===== config.mk =====
export PLATFORM = sky130hd
export DESIGN_NAME = wdcfg_regfile_flat
export DESIGN_NICKNAME = d
export VERILOG_FILES = /design/src/rtl/wdcfg_pkg.sv /design/src/rtl/wdcfg_regfile_if.sv /design/src/rtl/wdcfg_channel.sv /design/src/rtl/wdcfg_regfile.sv /design/src/flat_wrapper.sv
export SDC_FILE = /design/constraint.sdc
export NUM_CORES = 1
export LEC_CHECK = 0
export ABC_AREA = 1
export ABC_CLOCK_PERIOD_IN_PS = 1900
export CORE_MARGIN = 2
export CORE_UTILIZATION = 40
export CTS_BUF_LIST = sky130_fd_sc_hd__clkbuf_4
export DETAILED_ROUTE_END_ITERATION = 10
export GPL_TIMING_DRIVEN = 0
export PLACE_DENSITY = 0.68
export SLEW_MARGIN = 20
export SYNTH_ARGS = -nofsm -noshare
export SYNTH_HDL_FRONTEND = slang
export SYNTH_SLANG_ARGS = --single-unit

===== constraint.sdc =====
create_clock -name CLK -period 1.9 [get_ports CLK]
set_clock_uncertainty 0.1 [all_clocks]
set_input_delay 0.38 -clock CLK [delete_from_list [all_inputs] [get_ports CLK]]
set_output_delay 0.38 -clock CLK [all_outputs]
set_load 0.02 [all_outputs]

===== src/rtl/wdcfg_pkg.sv =====
// Shared definitions for the windowed-watchdog configuration register file:
// register offsets, SERVICE bit positions and the lock FSM state type.
package wdcfg_pkg;

   localparam logic [1:0] REG_FWLEN   = 2'd0;
   localparam logic [1:0] REG_SWLEN   = 2'd1;
   localparam logic [1:0] REG_SERVICE = 2'd2;
   localparam logic [1:0] REG_RSTLMT  = 2'd3;
   localparam logic [1:0] REG_KEY     = 2'd0;
   localparam logic [1:0] REG_STATUS  = 2'd1;

   localparam int SRV_INIT      = 3;
   localparam int SRV_WDSRVC    = 2;
   localparam int SRV_FLSTAT_HI = 1;
   localparam int SRV_FLSTAT_LO = 0;

   typedef enum logic [1:0] {
      UNLOCKED  = 2'd0,
      LOCKED    = 2'd1,
      KEY1_SEEN = 2'd2
   } lock_state_t;

endpackage


===== src/rtl/wdcfg_regfile_if.sv =====
// Host bus of the configuration register file. Handshake: a write happens on
// every cycle WREN is high; RDEN samples ABUS and RVALID pulses with RDATA on the next cycle.
interface wdcfg_regfile_if #(
   parameter int AW = 4,
   parameter int DW = 8
);
   logic          WREN;
   logic          RDEN;
   logic [AW-1:0] ABUS;
   logic [DW-1:0] DBUS;
   logic [DW-1:0] RDATA;
   logic          RVALID;

   modport master (output WREN, RDEN, ABUS, DBUS, input RDATA, RVALID);
   modport slave  (input WREN, RDEN, ABUS, DBUS, output RDATA, RVALID);
endinterface


===== src/rtl/wdcfg_channel.sv =====
// One watchdog channel's configuration storage. Window/limit fields and the
// stored SERVICE bits are frozen while locked; the service pulse is not.
module wdcfg_channel
   import wdcfg_pkg::*;
#(
   parameter int DW = 8
) (
   input  logic          CLK,
   input  logic          RST_N,
   input  logic          we,
   input  logic          lock,
   input  logic [1:0]    reg_sel,
   input  logic [DW-1:0] wdata,
   output logic [DW-1:0] fwlen,
   output logic [DW-1:0] swlen,
   output logic [DW-1:0] rst_lmt,
   output logic          init,
   output logic [1:0]    flstat,
   output logic          wdsrvc
);

   always_ff @(posedge CLK or negedge RST_N) begin
      if (!RST_N) begin
         fwlen   <= '0;
         swlen   <= '0;
         rst_lmt <= '0;
         init    <= 1'b0;
         flstat  <= 2'b00;
         wdsrvc  <= 1'b0;
      end else begin
         wdsrvc <= 1'b0;
         if (we) begin
            case (reg_sel)
               REG_FWLEN:  if (!lock) fwlen <= wdata;
               REG_SWLEN:  if (!lock) swlen <= wdata;
               REG_RSTLMT: if (!lock) rst_lmt <= wdata;
               REG_SERVICE: begin
                  wdsrvc <= wdata[SRV_WDSRVC];
                  if (!lock) begin
                     init   <= wdata[SRV_INIT];
                     flstat <= wdata[SRV_FLSTAT_HI:SRV_FLSTAT_LO];
                  end
               end
               default: ;
            endcase
         end
      end
   end

endmodule


===== src/rtl/wdcfg_regfile.sv =====
// Multi-channel watchdog configuration register file: address decode, key
// lock FSM, sticky write-error flag and registered readback.
module wdcfg_regfile
   import wdcfg_pkg::*;
#(
   parameter int         NCH       = 2,
   parameter int         DW        = 8,
   parameter logic [7:0] LOCK_CODE = 8'hC3,
   parameter logic [7:0] KEY1      = 8'h55,
   parameter logic [7:0] KEY2      = 8'hAA
) (
   input  logic              CLK,
   input  logic              RST_N,
   wdcfg_regfile_if.slave    bus,
   output logic [NCH*DW-1:0] FWLEN,
   output logic [NCH*DW-1:0] SWLEN,
   output logic [NCH*DW-1:0] RST_LMT,
   output logic [NCH-1:0]    INIT,
   output logic [NCH-1:0]    WDSRVC,
   output logic [2*NCH-1:0]  FLSTAT,
   output logic              LOCKED,
   output lock_state_t       DBG_STATE
);

   localparam int AW = $clog2(NCH) + 3;
   localparam int CW = (NCH > 1) ? $clog2(NCH) : 1;

   lock_state_t    st, st_nxt;
   logic           werr, werr_set, werr_clr;
   logic           gsel, ch_ok;
   logic [1:0]     reg_a;
   logic [CW-1:0]  ch;
   logic [NCH-1:0] ch_we;
   logic [DW-1:0]  rd_val;

   assign gsel  = bus.ABUS[AW-1];
   assign reg_a = bus.ABUS[1:0];

   // With a single channel the CH field has no bits at all.
   if (NCH > 1) begin : g_ch
      assign ch = bus.ABUS[AW-2:2];
   end else begin : g_noch
      assign ch = '0;
   end

   assign ch_ok     = int'(ch) < NCH;
   assign LOCKED    = (st != wdcfg_pkg::UNLOCKED);
   assign DBG_STATE = st;

   always_comb begin
      st_nxt   = st;
      werr_set = 1'b0;
      werr_clr = 1'b0;
      ch_we    = '0;
      if (bus.WREN) begin
         if (st == wdcfg_pkg::KEY1_SEEN) begin
            // Only KEY2 may follow KEY1; anything else aborts and is dropped.
            if (gsel && reg_a == REG_KEY && bus.DBUS == DW'(KEY2)) begin
               st_nxt = wdcfg_pkg::UNLOCKED;
            end else begin
               st_nxt   = wdcfg_pkg::LOCKED;
               werr_set = 1'b1;
            end
         end else if (!gsel) begin
            if (!ch_ok) begin
               werr_set = 1'b1;
            end else begin
               for (int c = 0; c < NCH; c++) ch_we[c] = (int'(ch) == c);
               if (LOCKED && reg_a != REG_SERVICE) werr_set = 1'b1;
            end
         end else begin
            case (reg_a)
               REG_KEY: begin
                  if (st == wdcfg_pkg::UNLOCKED) begin
                     if (bus.DBUS == DW'(LOCK_CODE)) st_nxt = wdcfg_pkg::LOCKED;
                  end else if (bus.DBUS == DW'(KEY1)) begin
                     st_nxt = wdcfg_pkg::KEY1_SEEN;
                  end else begin
                     werr_set = 1'b1;
                  end
               end
               REG_STATUS: werr_clr = bus.DBUS[1];
               default:    werr_set = 1'b1;
            endcase
         end
      end
   end

   always_ff @(posedge CLK or negedge RST_N) begin
      if (!RST_N) begin
         st   <= wdcfg_pkg::UNLOCKED;
         werr <= 1'b0;
      end else begin
         st <= st_nxt;
         if (werr_set)      werr <= 1'b1;
         else if (werr_clr) werr <= 1'b0;
      end
   end

   for (genvar c = 0; c < NCH; c++) begin : g_chan
      wdcfg_channel #(.DW(DW)) u_chan (
         .CLK     (CLK),
         .RST_N   (RST_N),
         .we      (ch_we[c]),
         .lock    (LOCKED),
         .reg_sel (reg_a),
         .wdata   (bus.DBUS),
         .fwlen   (FWLEN[c*DW +: DW]),
         .swlen   (SWLEN[c*DW +: DW]),
         .rst_lmt (RST_LMT[c*DW +: DW]),
         .init    (INIT[c]),
         .flstat  (FLSTAT[2*c +: 2]),
         .wdsrvc  (WDSRVC[c])
      );
   end

   // Readback uses current register contents, so a same-cycle write is not visible yet.
   always_comb begin
      rd_val = '0;
      if (!gsel) begin
         for (int c = 0; c < NCH; c++) begin
            if (ch_ok && int'(ch) == c) begin
               case (reg_a)
                  REG_FWLEN:  rd_val = FWLEN[c*DW +: DW];
                  REG_SWLEN:  rd_val = SWLEN[c*DW +: DW];
                  REG_RSTLMT: rd_val = RST_LMT[c*DW +: DW];
                  default: begin
                     rd_val[SRV_INIT] = INIT[c];
                     rd_val[SRV_FLSTAT_HI:SRV_FLSTAT_LO] = FLSTAT[2*c +: 2];
                  end
               endcase
            end
         end
      end else if (reg_a == REG_STATUS) begin
         rd_val[1] = werr;
         rd_val[0] = LOCKED;
      end
   end

   always_ff @(posedge CLK or negedge RST_N) begin
      if (!RST_N) begin
         bus.RDATA  <= '0;
         bus.RVALID <= 1'b0;
      end else begin
         bus.RVALID <= bus.RDEN;
         if (bus.RDEN) bus.RDATA <= rd_val;
      end
   end

endmodule


===== src/flat_wrapper.sv =====
// flat-port wrapper written by rule: the top's interface ports become plain ports
module wdcfg_regfile_flat import wdcfg_pkg::*;
#(
   parameter int         NCH       = 2,
   parameter int         DW        = 8,
   parameter logic [7:0] LOCK_CODE = 8'hC3,
   parameter logic [7:0] KEY1      = 8'h55,
   parameter logic [7:0] KEY2      = 8'hAA
)
  (CLK, RST_N, FWLEN, SWLEN, RST_LMT, INIT, WDSRVC, FLSTAT, LOCKED, DBG_STATE, bus_WREN, bus_RDEN, bus_ABUS, bus_DBUS, bus_RDATA, bus_RVALID);
  wdcfg_regfile_if #(.AW((4)), .DW(DW)) bus_i ();
  input  logic CLK;
  input  logic RST_N;
  output logic [NCH*DW-1:0] FWLEN;
  output logic [NCH*DW-1:0] SWLEN;
  output logic [NCH*DW-1:0] RST_LMT;
  output logic [NCH-1:0] INIT;
  output logic [NCH-1:0] WDSRVC;
  output logic [2*NCH-1:0] FLSTAT;
  output logic LOCKED;
  output lock_state_t DBG_STATE;
  input wire logic [$bits(bus_i.WREN)-1:0] bus_WREN;
  input wire logic [$bits(bus_i.RDEN)-1:0] bus_RDEN;
  input wire logic [$bits(bus_i.ABUS)-1:0] bus_ABUS;
  input wire logic [$bits(bus_i.DBUS)-1:0] bus_DBUS;
  output wire logic [$bits(bus_i.RDATA)-1:0] bus_RDATA;
  output wire logic [$bits(bus_i.RVALID)-1:0] bus_RVALID;
  assign bus_i.WREN = bus_WREN;
  assign bus_i.RDEN = bus_RDEN;
  assign bus_i.ABUS = bus_ABUS;
  assign bus_i.DBUS = bus_DBUS;
  assign bus_RDATA = bus_i.RDATA;
  assign bus_RVALID = bus_i.RVALID;
  wdcfg_regfile #(.NCH(NCH), .DW(DW), .LOCK_CODE(LOCK_CODE), .KEY1(KEY1), .KEY2(KEY2)) u_core (.CLK(CLK), .RST_N(RST_N), .bus(bus_i), .FWLEN(FWLEN), .SWLEN(SWLEN), .RST_LMT(RST_LMT), .INIT(INIT), .WDSRVC(WDSRVC), .FLSTAT(FLSTAT), .LOCKED(LOCKED), .DBG_STATE(DBG_STATE));
endmodule

==> results of run 1 <==
sequential cells by signal, summed over array words and instances, names as in the netlist:
register	flops
u_core.DBG_STATE	2
u_core.bus.RDATA	8
u_core.bus.RVALID	1
u_core.g_chan.u_chan.flstat	4
u_core.g_chan.u_chan.fwlen	16
u_core.g_chan.u_chan.init	2
u_core.g_chan.u_chan.rst_lmt	16
u_core.g_chan.u_chan.swlen	16
u_core.g_chan.u_chan.wdsrvc	2
u_core.werr	1
power breakdown:
group	switching [mW]	internal, mW
Clock	0.507	0.414
Combinational	1.81	1.31
Sequential	0.502	2.07
cell usage after synthesis (5+ instances only):
cell	count
sky130_fd_sc_hd__buf_4	7
sky130_fd_sc_hd__inv_1	39
sky130_fd_sc_hd__a21oi_1	38
sky130_fd_sc_hd__nor2_1	48
sky130_fd_sc_hd__dfrtp_1	68
sky130_fd_sc_hd__nor2_4	7
sky130_fd_sc_hd__nand2_1	98
sky130_fd_sc_hd__nand3_1	11
sky130_fd_sc_hd__o21ai_0	26
sky130_fd_sc_hd__buf_6	5
sky130_fd_sc_hd__nand4_1	5
sky130_fd_sc_hd__nor2_2	5
sky130_fd_sc_hd__nor3_1	5
cells by family after synthesis:
family,after synthesis,synth area share [%]
compound gates,84,14.5
flops,68,52.2
buf+inv,58,8.68
simple gates,183,24.6
through the flow:
step	instances	worst slack, ps	cell area [um2]	TNS [ps]
6_report	595	35.7	4440	0
4_1_cts	592	-118	4330	-118
3_3_place_gp	576	-1930	4200	-148350
2_1_floorplan	393	279	3260	0
3_5_place_dp	577	-436	4220	-18780
5_1_grt	595	-3.73	4440	-3.73
final cells by class:
type                    count  area share (%)
plain buffers              17            2.93
flip-flops and latches     68            38.4
multi-input cells         267            28.9
clock buffers              11            1.86
well taps                 102            2.88
repair buffers             86            20.6
clock inverters             3           0.903
inverters                  41            3.55
worst reg2reg max path, stage by stage (launching register included):
cell and delay (ps):
sky130_fd_sc_hd__dfrtp_1 450, sky130_fd_sc_hd__inv_1 90, sky130_fd_sc_hd__nor2_2 80, sky130_fd_sc_hd__nor2_4 140, sky130_fd_sc_hd__nand3_2 220, sky130_fd_sc_hd__nor2_4 300, sky130_fd_sc_hd__buf_6 200, sky130_fd_sc_hd__nor2_1 70
sky130_fd_sc_hd__a21oi_2 100
layer usage:
layer,vias up,wire (um)
li1,1477,-
met1,1513,4480
met2,172,4640
met3,22,866
met4,0,209
met5,-,0
how the worst max path moves through the flow:
stage,start,end,slack [ps],cells past startpoint
2_1_floorplan,u_core.DBG_STATE[0],u_core.DBG_STATE[0],280,8
3_5_place_dp,bus_ABUS[1],u_core.g_chan[1].u_chan.rst_lmt[5],-440,7
5_1_grt,u_core.DBG_STATE[1],u_core.g_chan[0].u_chan.swlen[4],-4,8
4_1_cts,u_core.DBG_STATE[0],LOCKED,-120,3
3_3_place_gp,RST_N,u_core.g_chan[1].u_chan.swlen[5],-1930,1
6_report,u_core.bus.RDATA[4],bus_RDATA[4],40,1
timing repair:
action | in CTS | in global routing
setup buffers | 0 | 3
pin swaps | 1 | 3
gates resized for setup | 28 | 39
hold buffers | 1 | 0
endpoints found under the hold margin | 23 | 0
setup endpoints to repair | 33 | 58
==> Implementation_results.wiki, run 1 <==
{| class="wikitable"
! Metric !! Value
|-
| WHS Path Cells || 3
|-
| Initial antenna violation count || 0
|-
| Global routing met3 resource utilization || roughly 4.3%
|-
| Flip-flop and latch count after synthesis || approximately 70
|-
| Mean instance size in the synthesized netlist || 8.29 um2
|-
| Starting utilization of the core area || between 40% and 50%
|-
| Synthesis Warnings || 0
|-
| Number of fill cells || 746
|-
| Clock tree buffer depth || 2
|-
| Power density of the placed cells || ~1500 nW/um2
|-
| Max-slew headroom at the worst pin || a little under three fifths
|-
| Number of rows in the core area || 32
|-
| Reg-to-Reg End || u_core.g_chan[1].u_chan.swlen[6]
|-
| Area of combinational cells with multiple inputs || around 1300 um2
|-
| Main synth FF type || sky130_fd_sc_hd__dfrtp_1
|-
| Post-synth cell types || 26
|-
| Total wire length || between 10 and 15 mm
|-
| Max FO, Critical Path || 2
|-
| Vias in the first global route || approximately 3.1k
|-
| HPWL after detailed placement || ~7.4 mm
|-
| Total global routing overflow || 0
|-
| Share of flip-flops with an asynchronous set or reset after synthesis || between 90% and 100%
|-
| Critical path endpoint category || output pin
|-
| Reg2Reg Launch Point || u_core.DBG_STATE[1]
|-
| Slew Viols, Final || 0
|-
| Longest individual stage delay on the worst path || about 600 ps
|-
| Max Freq || 536 MHz
|-
| Slew at the pin with the worst max-slew slack || between 600 and 700 ps
|-
| Cell area after synthesis || 3260 um2
|-
| Starting DRT DRC Count || 324
|-
| Required @ worst endpoint || between 1000 and 1500 ps
|-
| TritonCTS clock tree || yes
|-
| Sequential share of the synthesized area || 52.2%
|-
| Wire length of the first global-routing pass || approximately 16 mm
|-
| Critical path's slowest cell || sky130_fd_sc_hd__clkdlybuf4s50_1
|-
| Busiest layer in global routing || met2
|-
| GR Util All Layers || a little under a quarter
|-
| Count of flip-flops with a built-in enable after synthesis || 0
|-
| Overall via count from detail_route || 3184
|-
| Number of clock buffers inserted by TritonCTS || 9
|-
| Final routed DRC violation total || 0
|-
| Static Leak || approximately 2.3 nW
|-
| Period utilization || 98.1%
|-
| Clock latency of the later-clocked register in the worst-skew pair || approximately 410 ps
|-
| R2R setup slack || ~90 ps
|-
| Syn Inst Count || about 390
|-
| Fin Hold WS || roughly 200 ps
|-
| Critical path buffer and inverter count || 1
|-
| CP Data Arrival Time || approximately 1400 ps
|-
| H-Tree Level Count || 3
|-
| Synth area leader || sky130_fd_sc_hd__dfrtp_1
|-
| Run status || completed
|-
| First-pass detailed-route iteration total || 4
|-
| Dominant delay contributor by cell family on the critical path || buffers and inverters
|-
| Critical hold path startpoint || bus_ABUS[0]
|-
| Tot Pwr || between 6 and 7 mW
|-
| Total inserted antenna cells || 0
|-
| Setup Crit Path Kind || reg2out
|-
| Clk slew on worst S/H paths || ~110 ps
|-
| Max cap viols || 0
|-
| Synth Net Count || between 400 and 500
|-
| Top library cells by usage in the layout, fill and taps aside || sky130_fd_sc_hd__nand2_1 (98), sky130_fd_sc_hd__dfrtp_1 (67), sky130_fd_sc_hd__nor2_1 (47)
|-
| Type of the most critical hold path || in2reg
|-
| Final core utilization || between 50 and 60%
|-
| Mean number of vias per cell || 5.35
|-
| Share of the synthesized area in the top cell type || between 50 and 60%
|-
| Chip height || roughly 94 um
|-
| Met1 Usage GRT || around a third
|-
| Pin count of the biggest net entering global routing || 46
|-
| Mean routed wirelength per cell || 17.1 um
|-
| Area Growth Syn to Fin || 36.1%
|-
| Number of buffers added on ports || 81
|-
| Largest cells by area after synthesis || sky130_fd_sc_hd__dfrtp_1 (52%), sky130_fd_sc_hd__nand2_1 (11%), sky130_fd_sc_hd__a21oi_1 (5.8%)
|-
| Worst voltage drop across the vdd grid || between 0.7 and 0.8 mV
|-
| Share of layout cells above drive strength 1 || roughly 11%
|-
| Post-layout minimum cycle time || ~1900 ps
|-
| Critical Path Start Type || flip-flop
|-
| Reg2Reg Depth || 8
|-
| Met2 layer usage reported by global route || between 30% and 40%
|-
| Master cell of the clock root buffer || sky130_fd_sc_hd__clkbuf_4
|-
| Final setup violation count || 0
|-
| Cell breakdown of the critical path || clkdlybuf4s50_1
|-
| DRT antenna net count || 0
|-
| Count of boundary I/O pins || 84
|-
| CORE AREA || between 7000 and 8000 um2
|-
| Num Clock Sinks || 68
|-
| Die ar. || 8890 um2
|-
| Nets@finish || ~510
|-
| Gpl congestion || 0.966
|-
| Number of hold violations in the final report || 0
|-
| Most common cell after layout, fill and taps aside || sky130_fd_sc_hd__nand2_1
|-
| Die X || roughly 94 um
|-
| Sequential cell area || roughly 1700 um2
|-
| Endpoint of the worst hold path || u_core.bus.RDATA[1]
|}
No activity file was read; power rests on OpenSTA's default activity.
==> run 2: changes to the inputs <==
Settings changed: ABC_CLOCK_PERIOD_IN_PS 1900 to 2400, GPL_TIMING_DRIVEN 0 to not set.
Clock period 1.9 ns to 2.4 ns, I/O delays scaled along.
==> Implementation_results.wiki, run 2 (synthesized netlist as in run 1, its figures left out) <==
{| class="wikitable"
! Metric !! Value
|-
| Run status || completed
|-
| Final setup violation count || 0 (unchanged)
|-
| Number of clock buffers inserted by TritonCTS || 9 (unchanged)
|-
| Clock tree buffer depth || 2 (unchanged)
|-
| Slew at the pin with the worst max-slew slack || 505 ps (-147 ps)
|-
| GR Util All Layers || 23.3% (-0.48 points)
|-
| Starting DRT DRC Count || 175 (-46%)
|-
| Wire length of the first global-routing pass || 15.5 mm (-2.5%)
|-
| Max FO, Critical Path || 6 (+4)
|-
| Critical Path Start Type || flip-flop
|-
| Type of the most critical hold path || reg2reg
|-
| Total global routing overflow || 0 (unchanged)
|-
| Number of rows in the core area || 32 (unchanged)
|-
| H-Tree Level Count || 3 (unchanged)
|-
| Vias in the first global route || 2858 (-6.9%)
|-
| Setup Crit Path Kind || reg2out
|-
| Top library cells by usage in the layout, fill and taps aside || sky130_fd_sc_hd__nand2_1 (98), sky130_fd_sc_hd__clkdlybuf4s50_1 (82), sky130_fd_sc_hd__dfrtp_1 (68)
|-
| Gpl congestion || 0.951 (-1.6%)
|-
| Max-slew headroom at the worst pin || 66.4% (+10 points)
|-
| Registers with the highest flip-flop counts || u_core.g_chan.u_chan.fwlen: 16 flops, u_core.g_chan.u_chan.rst_lmt: 16 flops, u_core.g_chan.u_chan.swlen: 16 flops
|-
| Number of buffers added on ports || 83 (+2.5%)
|-
| Clock latency of the later-clocked register in the worst-skew pair || 410 ps (about the same)
|-
| Initial antenna violation count || 0 (unchanged)
|-
| Chip height || 94.3 um (unchanged)
|-
| Starting utilization of the core area || 41.7% (unchanged)
|-
| Master cell of the clock root buffer || sky130_fd_sc_hd__clkbuf_4
|-
| Clk slew on worst S/H paths || 120 ps (about the same)
|-
| RSZ-0062 raised after global routing || no
|-
| CTS-repair resized insts || 0 (-100%)
|-
| Slew Viols, Final || 0 (unchanged)
|-
| Final routed DRC violation total || 0 (unchanged)
|-
| CORE AREA || 7810 um2 (unchanged)
|-
| Max cap viols || 0 (unchanged)
|-
| Mean number of vias per cell || 5.09 (-4.9%)
|-
| Post-layout minimum cycle time || between 2000 and 2500 ps
|-
| Count of boundary I/O pins || 84 (unchanged)
|-
| Nets@finish || 511 (+0.99%)
|-
| Total inserted antenna cells || 0 (unchanged)
|-
| Static Leak || 1.97 nW (-15%)
|-
| Setup Total Neg Slack || 0 ps (unchanged)
|-
| Mean routed wirelength per cell || 16.1 um (-5.9%)
|-
| Die ar. || 8890 um2 (unchanged)
|-
| Num Clock Sinks || 68 (unchanged)
|-
| First-pass detailed-route iteration total || 4 (unchanged)
|-
| Power density of the placed cells || 1200 nW/um2 (-19%)
|-
| Overall via count from detail_route || 3065 (-3.7%)
|-
| Tot Pwr || 5.29 mW (-20%)
|-
| DRT antenna net count || 0 (unchanged)
|-
| Number of hold violations in the final report || 0 (unchanged)
|-
| Pin count of the biggest net entering global routing || 31 (-33%)
|-
| Worst voltage drop across the vdd grid || 0.682 mV (-12%)
|-
| TritonCTS clock tree || yes
|-
| Max Freq || 443 MHz
|-
| HPWL after detailed placement || 7.40 mm (+0.63%)
|-
| Fin Hold WS || 388 ps (+189 ps)
|-
| Total wire length || 9.71 mm (-4.8%)
|-
| Most common cell after layout, fill and taps aside || sky130_fd_sc_hd__nand2_1
|-
| Number of fill cells || 753 (+0.94%)
|-
| Critical path endpoint category || output pin
|-
| Die X || 94.3 um (unchanged)
|-
| Area Growth Syn to Fin || 35.3%
|-
| Period utilization || a little over nine tenths
|-
| Required @ worst endpoint || 1820 ps (+400 ps)
|-
| Share of layout cells above drive strength 1 || 11.4% (+0.24 points)
|-
| CP Data Arrival Time || 1680 ps (+300 ps)
|}
-- run 2: final timing paths --
path                                     start                          endpoint  slack (ps)  cells past startpoint
max reg2reg                u_core.DBG_STATE[0]  u_core.g_chan[1].u_chan.swlen[6]         680                      6
min in group asynchronous                RST_N               u_core.DBG_STATE[1]         450                      2
max                        u_core.DBG_STATE[0]                            LOCKED         140                      3
min reg2reg                u_core.bus.RDATA[4]               u_core.bus.RDATA[4]         390                      2
min                        u_core.bus.RDATA[4]               u_core.bus.RDATA[4]         390                      2
max in group asynchronous                RST_N  u_core.g_chan[1].u_chan.swlen[2]        1030                      4
-- run 2: routing by layer --
metal  track usage [%]  share of wire (%)
met1              34.7                 48
met2              34.8                 45
met3              3.69                6.0
met4              7.00                1.1
met5                 0                  0
-- run 2: metrics by stage --
| stage | util, % | cell area [um2] | setup slack [ps] | instances |
|---|---|---|---|---|
| floorplan | - | 3260 | 779 | 393 |
| global placement | 54.9 | 4290 | 142 | 585 |
| detailed placement | 54.9 | 4290 | 104 | 585 |
| CTS | 56.5 | 4410 | 122 | 602 |
| global route | 56.5 | 4410 | 67.6 | 602 |
| finish | 56.5 | 4410 | 142 | 602 |
-- run 2: power breakdown --
part           leakage [nW]  total [mW]  internal, mW  switching (mW)
Clock                0.0595       0.639         0.207           0.432
Combinational          1.10        2.62          1.21            1.41
Sequential            0.815        2.03          1.63           0.397
-- run 2: timing repair --
action | 4_1_cts | 5_1_grt
hold endpoints to repair | 20 | 0
setup buffers | 0 | 0
hold buffers | 1 | 0
-- run 2: critical path: stages (launching register included) --
cell and delay, ps:
sky130_fd_sc_hd__dfrtp_1 460, sky130_fd_sc_hd__nor2_1 90, sky130_fd_sc_hd__inv_1 100, sky130_fd_sc_hd__clkdlybuf4s50_1 620
-- run 2: area by class of cell --
| class | count | area [um2] | area share, % |
|---|---|---|---|
| clock buffer | 9 | 67.6 | 1.53 |
| timing repair buffer | 108 | 1040 | 23.6 |
| inverter | 41 | 154 | 3.49 |
| tap | 102 | 128 | 2.89 |
| multi-input combinational | 267 | 1270 | 28.9 |
| clock inverter | 7 | 42.5 | 0.965 |
| sequential | 68 | 1700 | 38.6 |
==> run 3: changes to the inputs <==
Settings changed: SETUP_SLACK_MARGIN set to 0.5, TNS_END_PERCENT set to 50.
==> Implementation_results.wiki, run 3 (synthesized netlist as in run 1, its figures left out) <==
{| class="wikitable"
! Metric !! Value
|-
| Fin area || 4490 um2 (+1.9%)
|-
| Type of the most critical hold path || reg2reg
|-
| Number of clock buffers inserted by TritonCTS || 9 (unchanged)
|-
| TritonCTS clock tree || yes
|-
| Period utilization || 82.2% (-12 points)
|-
| Number of fill cells || 759 (+0.80%)
|-
| Mean number of vias per cell || 5.10 (+0.19%)
|-
| Critical Path Start Type || flip-flop
|-
| Number of hold violations in the final report || 0 (unchanged)
|-
| Tot Pwr || 5.04 mW (-4.7%)
|-
| Die X || 94.3 um (unchanged)
|-
| Overall via count from detail_route || 3086 (+0.69%)
|-
| Initial antenna violation count || 0 (unchanged)
|-
| DRT antenna net count || 0 (unchanged)
|-
| Longest individual stage delay on the worst path || 440 ps (-180 ps)
|-
| Critical path endpoint category || output pin
|-
| Share of total power in the clock network || 12.7% (+0.6 points)
|-
| Static Leak || 2.36 nW (+20%)
|-
| Max FO, Critical Path || 4 (-2)
|-
| Final routed DRC violation total || 0 (unchanged)
|-
| Final setup violation count || 0 (unchanged)
|-
| Wire length of the first global-routing pass || 15.5 mm (about the same)
|-
| RSZ-0062 raised after global routing || yes
|-
| Internal power || 2.82 mW (-7.8%)
|-
| H-Tree Level Count || 3 (unchanged)
|-
| Power density of the placed cells || 1120 nW/um2 (-6.5%)
|-
| Worst voltage drop across the vdd grid || 0.633 mV (-7.1%)
|-
| First-pass detailed-route iteration total || 5 (+1)
|-
| Post-layout minimum cycle time || 1970 ps (-285 ps)
|-
| Total wire length || 9.80 mm (+0.94%)
|-
| Mean routed wirelength per cell || 16.2 um (+0.44%)
|-
| Slew at the pin with the worst max-slew slack || 503 ps (-1.92 ps)
|-
| Placement Setup Slack || 104 ps (unchanged)
|-
| Total global routing overflow || 0 (unchanged)
|-
| Nets@finish || 514 (+0.59%)
|-
| Vias in the first global route || 2853 (-0.17%)
|-
| Smallest setup slack after layout || 427 ps (+285 ps)
|-
| Most common cell after layout, fill and taps aside || sky130_fd_sc_hd__nand2_1
|-
| Clock tree buffer depth || 2 (unchanged)
|-
| Global routing met3 resource utilization || 3.69% (unchanged)
|-
| Fraction of power spent switching nets || 44.1% (+1.9 points)
|-
| Setup Crit Path Kind || reg2out
|-
| Final core utilization || 57.5% (+1.1 points)
|-
| Clock latency of the later-clocked register in the worst-skew pair || 410 ps (about the same)
|-
| Run status || completed
|-
| HPWL after detailed placement || 7.40 mm (unchanged)
|-
| Clk slew on worst S/H paths || 120 ps (about the same)
|-
| Top library cells by usage in the layout, fill and taps aside || sky130_fd_sc_hd__nand2_1 (98), sky130_fd_sc_hd__dfrtp_1 (67), sky130_fd_sc_hd__nor2_1 (47)
|-
| Max cap viols || 0 (unchanged)
|-
| CP Data Arrival Time || 1390 ps (-290 ps)
|-
| Count of boundary I/O pins || 84 (unchanged)
|-
| Sw power || 2.23 mW (-0.54%)
|-
| Starting DRT DRC Count || 160 (-8.6%)
|-
| CORE AREA || 7810 um2 (unchanged)
|-
| Cell breakdown of the critical path || nor2_2 -> inv_1 -> dlygate4sd2_1
|-
| Area Growth Syn to Fin || 37.9%
|-
| Chip height || 94.3 um (unchanged)
|-
| Gpl congestion || 0.951 (unchanged)
|-
| Die ar. || 8890 um2 (unchanged)
|-
| Area of placed instances || 4290 um2 (unchanged)
|-
| Number of buffers added on ports || 83 (unchanged)
|-
| Portion of total power attributed to combinational logic || 47.3% (-2.3 points)
|-
| Share of layout cells above drive strength 1 || 12.3% (+0.93 points)
|-
| GR Util All Layers || 23.3% (+0.034 points)
|-
| Num Clock Sinks || 68 (unchanged)
|-
| Met2 layer usage reported by global route || 34.9% (+0.12 points)
|-
| Number of rows in the core area || 32 (unchanged)
|-
| Registers with the highest flip-flop counts || u_core.g_chan.u_chan.fwlen: 16 flops, u_core.g_chan.u_chan.rst_lmt: 16 flops, u_core.g_chan.u_chan.swlen: 16 flops
|-
| Total inserted antenna cells || 0 (unchanged)
|-
| Max-slew headroom at the worst pin || 66.5% (+0.13 points)
|-
| Starting utilization of the core area || 41.7% (unchanged)
|-
| Met1 Usage GRT || 34.7% (unchanged)
|-
| Pin count of the biggest net entering global routing || 31 (unchanged)
|-
| Master cell of the clock root buffer || sky130_fd_sc_hd__clkbuf_4
|-
| Slew Viols, Final || 0 (unchanged)
|-
| Critical path's slowest cell || sky130_fd_sc_hd__dfrtp_1
|-
| Setup Total Neg Slack || 0 ps (unchanged)
|-
| Max Freq || 507 MHz (+14%)
|-
| Sequential cell fraction of total power || 40.0% (+1.6 points)
|-
| Required @ worst endpoint || 1820 ps (about the same)
|-
| Busiest layer in global routing || met2
|}
==> run 3: area by class of cell <==
cell class / instances / area (um2) / share of cell area [%]
clock buffers: 9 / 67.6 / 1.50
clock inverters: 7 / 42.5 / 0.947
inverters: 41 / 154 / 3.43
multi-input cells: 267 / 1280 / 28.4
flip-flops and latches: 68 / 1700 / 37.9
well taps: 102 / 128 / 2.84
repair buffers: 111 / 1120 / 25.0
==> run 3: path summary, 6_finish.rpt <==
kind / cells past startpoint / endpoint / from / slack [ps]
max in group asynchronous: 4 / u_core.g_chan[1].u_chan.swlen[2] / RST_N / 1030
min in group asynchronous: 2 / u_core.DBG_STATE[1] / RST_N / 450
max reg2reg: 7 / u_core.g_chan[1].u_chan.swlen[6] / u_core.DBG_STATE[1] / 670
max: 3 / LOCKED / u_core.DBG_STATE[1] / 430
min reg2reg: 2 / u_core.bus.RDATA[4] / u_core.bus.RDATA[4] / 380
min: 2 / u_core.bus.RDATA[4] / u_core.bus.RDATA[4] / 380
==> run 3: layer usage <==
layer / vias up / part of all wire, %
li1: 1497 / -
met1: 1466 / 47
met2: 111 / 46
met3: 12 / 6.3
met4: 0 / 0.91
met5: - / 0
==> run 3: what timing repair did <==
item                                   CTS  global route
pin swaps                                0             2
resized for setup                       35            31
endpoints found under the hold margin   20             0
hold buffers                             1             0
setup endpoints to repair               68            72
buffers inserted                         0             3
==> run 3: worst max-delay path, delay by kind of cell, from the launching register on <==
kind | cells | cell delay, ps
flops | 1 | 440
buf+inv | 2 | 400
simple gates | 1 | 140
==> run 3: power groups by stage <==
stage                     clock (mW)  sequential (mW)  combinational (mW)
after detailed placement           0             2.05                2.63
after floorplan                    0             2.56               0.760
after CTS                      0.654             2.03                2.44
after global placement             0             2.05                2.60
final                          0.642             2.02                2.38
after global routing           0.701             2.08                2.59
==> run 3: per-stage QoR <==
step                hold WS [ps]  instances
finish                       384        605
detailed placement           366        585
global placement             362        585
floorplan                   84.4        393
CTS                          396        602
global route                 400        605
